## src/rtl/lab2_proc_req_squash_tracker.sv

```systemverilog
// rtl/lab2_proc_req_squash_tracker.sv - credit-bounded request forwarder that drops stale responses after a squash
// Optional LAB2_PROC_REQ_SQUASH_TRACKER_BYPASS_EN: a returning response frees its credit in the same cycle.
module lab2_proc_req_squash_tracker #(
  parameter  int p_req_nbits    = 77,
  parameter  int p_resp_nbits   = 47,
  parameter  int p_max_inflight = 4,
  localparam int CW             = $clog2(p_max_inflight + 1)
) (
  input  logic                    clk,
  input  logic                    reset,
  input  logic                    squash,
  input  logic [p_req_nbits-1:0]  reqin_msg,
  input  logic                    reqin_val,
  output logic                    reqin_rdy,
  output logic [p_req_nbits-1:0]  reqout_msg,
  output logic                    reqout_val,
  input  logic                    reqout_rdy,
  input  logic [p_resp_nbits-1:0] respin_msg,
  input  logic                    respin_val,
  output logic                    respin_rdy,
  output logic [p_resp_nbits-1:0] respout_msg,
  output logic                    respout_val,
  input  logic                    respout_rdy,
  output logic [CW-1:0]           inflight,
  output logic                    draining
);

  logic [CW-1:0] inflight_q, inflight_d;
  logic [CW-1:0] drop_cnt_q, drop_cnt_d;
  logic          drop_now;
  logic          can_issue;
  logic          req_go;
  logic          resp_go;

  // A squash discards the response returning in the same cycle, so it joins drop_now directly.
  assign drop_now    = squash || (drop_cnt_q != '0);
  assign respin_rdy  = !reset && (drop_now || respout_rdy);
  assign respout_val = !reset && !drop_now && respin_val;
  assign respout_msg = respin_msg;
  assign resp_go     = respin_val && respin_rdy;

`ifdef LAB2_PROC_REQ_SQUASH_TRACKER_BYPASS_EN
  assign can_issue = (inflight_q < CW'(p_max_inflight)) || resp_go;
`else
  assign can_issue = (inflight_q < CW'(p_max_inflight));
`endif

  assign reqout_val = !reset && reqin_val && can_issue && !squash;
  assign reqin_rdy  = !reset && reqout_rdy && can_issue && !squash;
  assign reqout_msg = reqin_msg;
  assign req_go     = reqout_val && reqout_rdy;

  assign inflight = inflight_q;
  assign draining = (drop_cnt_q != '0);

  always_comb begin
    inflight_d = inflight_q;
    drop_cnt_d = drop_cnt_q;

    if (req_go && !resp_go) begin
      inflight_d = inflight_q + CW'(1);
    end else if (resp_go && !req_go && (inflight_q != '0)) begin
      inflight_d = inflight_q - CW'(1);
    end

    // Squash re-derives the stale count from what stays outstanding past this edge.
    if (squash) begin
      if (resp_go && (inflight_q != '0)) begin
        drop_cnt_d = inflight_q - CW'(1);
      end else begin
        drop_cnt_d = inflight_q;
      end
    end else if (resp_go && (drop_cnt_q != '0)) begin
      drop_cnt_d = drop_cnt_q - CW'(1);
    end
  end

  always_ff @(posedge clk) begin
    if (reset) begin
      inflight_q <= '0;
      drop_cnt_q <= '0;
    end else begin
      inflight_q <= inflight_d;
      drop_cnt_q <= drop_cnt_d;
    end
  end

endmodule

```

## config.mk

```make
export PLATFORM = sky130hd
export DESIGN_NAME = lab2_proc_req_squash_tracker
export DESIGN_NICKNAME = d
export VERILOG_FILES = /design/src/rtl/lab2_proc_req_squash_tracker.sv
export SDC_FILE = /design/constraint.sdc
export NUM_CORES = 1
export LEC_CHECK = 0
export CORE_AREA = 2 2 101 103
export CTS_CLUSTER_SIZE = 20
export DETAILED_ROUTE_END_ITERATION = 7
export DIE_AREA = 0 0 103 105
export HOLD_SLACK_MARGIN = 0.05
export SLEW_MARGIN = 20
export SYNTH_ARGS = -nofsm -noshare
export SYNTH_HDL_FRONTEND = slang
export SYNTH_SLANG_ARGS = --single-unit
```

## constraint.sdc

```tcl
create_clock -name clk -period 4.99 [get_ports clk]
set_input_delay 0.7485 -clock clk [delete_from_list [all_inputs] [get_ports clk]]
set_output_delay 0.7485 -clock clk [all_outputs]
set_load 0.05 [all_outputs]
```

### Word-level counts from Yosys, hierarchy flattened

Cells that the tools add are included.

| storage, ports and cells | value |
|---|---|
| input bits | 131 |
| logic and storage cells | 38 |
| bits in read-only memories | 0 |
| RAM bits | 0 |
| memories kept | 0 |
| bits in registers | 6 |
| output and inout port bits | 132 |
| latch bits | 0 |

| cells by class | value |
|---|---|
| equality and inequality tests | 0 |
| div/mod/pow operators | 0 |
| bitwise operators | 0 |
| $lt $le $gt $ge | 1 |
| reduce and logical (&&, ||, !) cells | 27 |
| shifts and indexed selects | 0 |
| add/sub/neg operators | 3 |
| multipliers | 0 |
| muxes and demuxes | 5 |

Operator list:

| operator | count |
|---|---|
| $logic_and A1 B1 Y1 | 16 |
| $mux W3 | 5 |
| $reduce_bool A3 Y1 | 2 |
| $sub A3 B1 Y3 const B | 2 |
| $logic_not A1 Y1 | 5 |
| $reduce_bool A2 Y1 | 2 |
| $add A3 B1 Y3 const B | 1 |
| $lt A3 B3 Y1 const B | 1 |
| $logic_or A1 B1 Y1 | 2 |

### Depth between registers and ports, before layout

| logic depth | value |
|---|---|
| depth in word-level cells | 10 |
| depth in mapped cells | 6 |
| depth with buffers taken out | 6 |

### Worst setup path after synthesis

No wires, ideal clock.

| timing | value |
|---|---|
| kind | in2out |
| start point | input port reset |
| end point | output port reqin_rdy |
| cell stages on the path | 2 |
| setup slack | 1.716 ns |
| buffers on the path | 1 |
| data required time | 4.242 ns |
| data arrival time | 2.525 ns |
| path through | buf_6 -> nor4b_1 |

| between the ends | value |
|---|---|
| word-level cells in the longest chain between the ends | 4 |

RTL lines:

| item | line | RTL |
|---|---|---|
| start, declared | 10 | `input logic reset,` |
| $logic_not A1 Y1 | 49 | `assign reqin_rdy = !reset && reqout_rdy && can_issue && !squash;` |
| $logic_and A1 B1 Y1 (3 in a row) | 49 |  |
| end, declared | 14 | `output logic reqin_rdy,` |

Every way passes these cells.

### Worst setup path in the final report

| timing | value |
|---|---|
| start point | input port reset |
| end point | output port reqout_val |

| between the ends | value |
|---|---|
| word-level cells in the longest chain between the ends | 4 |

RTL lines:

| item | line | RTL |
|---|---|---|
| $logic_not A1 Y1 | 48 | `assign reqout_val = !reset && reqin_val && can_issue && !squash;` |
| $logic_and A1 B1 Y1 (3 in a row) | 48 |  |
| end, declared | 16 | `output logic reqout_val,` |

Every way passes these cells.

==> results.toml <==
[synth]
synth_top_family_by_area = "buffers and inverters"
ys_seq_area_share_pct = 8.25
synth.cell_area_um2 = 1460
synth_top_area_cell = "buf_4"
synthTopCellsByArea = "buf_4 64%, dfxtp_1 8.3%, ha_1 4.3%"
postSynth.topFlopCell = "dfxtp_1"
synth.distinct_cells = 31
yosys.area_share.adder_pct = 4.30
synth_compound_gate_area_share_pct = 8.43
post_synth_simple_gate_area_pct = 10.9
synthesis.area_per_instance_um2 = 8.04
synth_cells = 181
netlist.area_leader.share_pct = 64.0
post_synth_mux_area_share_pct = 0.688
synth-xor-area-share_pct = 0.602
ff_latch_count_synth = 6
synth-edff-count = 0
ys_async_sr_fraction_pct = 0
yosysWarnings = 0
syn_nets = 317

[timing]
timing.setup.tns_ns = 0
unrepaired_setup_endpoints_after_global_routing = "false"
timing_worst_slew_pin_value_ns = 0.547
setup_viol = 0
slew_headroom_pct = 63.4
clock_skew_ns = 0.00128
maxSlewViolCount = 0
period_share_pct = 69.9
timing_hold_violations_final = 0
finalWorstPathRequiredPeriod_ns = 3.49
max_clock_freq_mhz = 287

[power]
power_total_w = 0.000287
total_leakage_power_nw = 0.268
peakVddDrop_uv = 76.5
cellPowerDensity_nw_per_um2 = 338

[floorplan]
design.die.area_um2 = 10800
design.portCount = 263
std_cell_rows = 36
initial_utilization_pct = 15.1
die_y_um = 105
chipWidth_um = 103
placeableCoreArea_um2 = 9640

[cts]
htree_levels = 1
cts_post_setup_buffers_inserted = 0
insertion_delay_ns = 0.22
tritoncts.num_buffers = 3
ctsRootBufferMaster = "clkbuf_8"
clock_path_buffers = 2
hold_fix_buffer_count_after_cts = 0
tritoncts = "done"
resized_cells_post_cts = 0
cts_num_sinks = 6
clk_pin_slew_ns = 0.04

[worst_setup_path]
startpoint_type = "input pin"
cp.required_ns = 4.24
worstPathBufferInverterCount = 2
critical_path_class = "in2out"
worst_path_dominant_cell_family = "buffers and inverters"
path_max_fanout = 13
ff2ff_path_depth = 6
cp.arrival_ns = 2.74
crit_path_top_delay_cell = "clkdlybuf4s50_1"
cell_depth_of_the_worst_setup_path = 3
crit_path_frequent_cell = "clkdlybuf4s50_1"
slowest_delay_ns = 0.87
worst_setup_path_end_kind = "primary output"
worstPathCellList = "clkdlybuf4s50_1 > nor4b_4 > clkdlybuf4s50_1"

[cells_and_area]
post-route-util_pct = 8.81
final_layout_size_suffix_gt1_share_pct = 11.1
finish.instance_area_um2 = 850
nNetsFinal = 210
flow.area_growth_from_synthesis_pct = -41.6
num_antenna_cells = 0

[global_route]
first_global_vias = 622
grt_max_degree = 14
grt_antenna_before_repair = 0
grt_first_pass_wirelength_um = 3340
grt_use_total_pct = 4.34
grt_remaining_overflow = 0

[routing]
drc = 0
wl_per_cell_um = 11.6
routed-via-count = 621
vias_per_cell = 3.03
dr.first_iter.drc_count = 13
total_iterations_of_the_first_detailed_routing_run = 3
drt_wl_total_um = 2380
antenna_violating_nets_post_route = 0

[placement]
dp_hpwl_um = 1910
gp_routability_congestion = 0.692
placement.cell_area_um2 = 808
portBuffers = 14

[worst_hold_path]
worstHoldPathType = "reg2reg"
cell_depth_of_the_worst_hold_path = 2

[job]
cap_violations = 0

[status]
outcome = "finished clean"
[flip-flops by register name, indices dropped and copies added (netlist names)]
name,count
inflight,3
drop_cnt_q,3
[per-layer routing]
metal	track usage, %	vias up	part of all wire [%]
li1	-	248	-
met1	2.97	254	26
met2	4.36	59	36
met3	3.95	60	20
met4	8.83	0	17
met5	0	-	0
[cell families (layout without fill, tap and decap cells)]
logic type,after synthesis,in the layout
AOI/OAI and AO/OA,16,16
and+or+nand+nor,21,21
buffers and inverters,131,22
adders and majority gates,5,5
muxes,1,1
DFF,6,6
xor gates and xnor gates,1,1
[cells in the final DEF, fill, tap and decap left out, types with 3 or more instances in the layout]
cell type / netlist / routed
dfxtp_1: 6 / 6
a21oi_1: 3 / 3
ha_1: 5 / 5
a211oi_1: 3 / 3
inv_1: 5 / 5
nor3_1: 4 / 4
clkdlybuf4s50_1: 0 / 14
clkbuf_8: 0 / 3
[per-stage QoR]
step / hold WS, ns / cells / setup slack [ns]
finish: 0.633 / 205 / 1.50
global route: 0.701 / 205 / 1.43
CTS: 0.653 / 205 / 1.49
detailed placement: 0.637 / 202 / 1.50
global placement: 0.637 / 202 / 1.52
floorplan: 0.635 / 181 / 1.72
[synthesized netlist by cell type, types with 2 or more instances]
master and count:
inv_1 5, dfxtp_1 6, buf_4 124, o21ai_0 2, buf_6 2, nor2b_1 2, nand2_1 2, ha_1 5
nor4b_4 2, a21oi_1 3, nor3_1 4, nand2b_1 2, a211oi_1 3, o211a_1 2
[layout make-up]
class                      instances  area [µm²]
clock buffer                       3        41.3
fill                            1139        8790
inverter                           5        18.8
multi-input combinational         44         363
sequential                         6         120
tap                              133         166
timing repair buffer              14         140
[report_power, final]
part | total [W] | internal, W | switching (W)
sequential | 0.0000671 | 0.0000578 | 0.00000931
clock | 0.0000717 | 0.0000517 | 0.0000200
combinational | 0.000148 | 0.0000580 | 0.0000902
total | 0.000287 | 0.000168 | 0.000120
[tightest hold or removal path: stages (launching register included)]
cell and delay [ns]:
dfxtp_1 0.35, xnor2_1 0.16, a211oi_1 0.06
[final timing paths]
kind | from | end | slack [ns]
setup / recovery | reset | reqout_val | 1.50
hold / removal | inflight[0]$_SDFFE_PP0P_ | drop_cnt_q[0]$_SDFFE_PP0P_ | 0.63
setup reg to reg | inflight[0]$_SDFFE_PP0P_ | drop_cnt_q[1]$_SDFFE_PP0P_ | 3.26
hold reg to reg | inflight[0]$_SDFFE_PP0P_ | drop_cnt_q[0]$_SDFFE_PP0P_ | 0.63
Note: power is estimated with default switching activity, not from simulation.
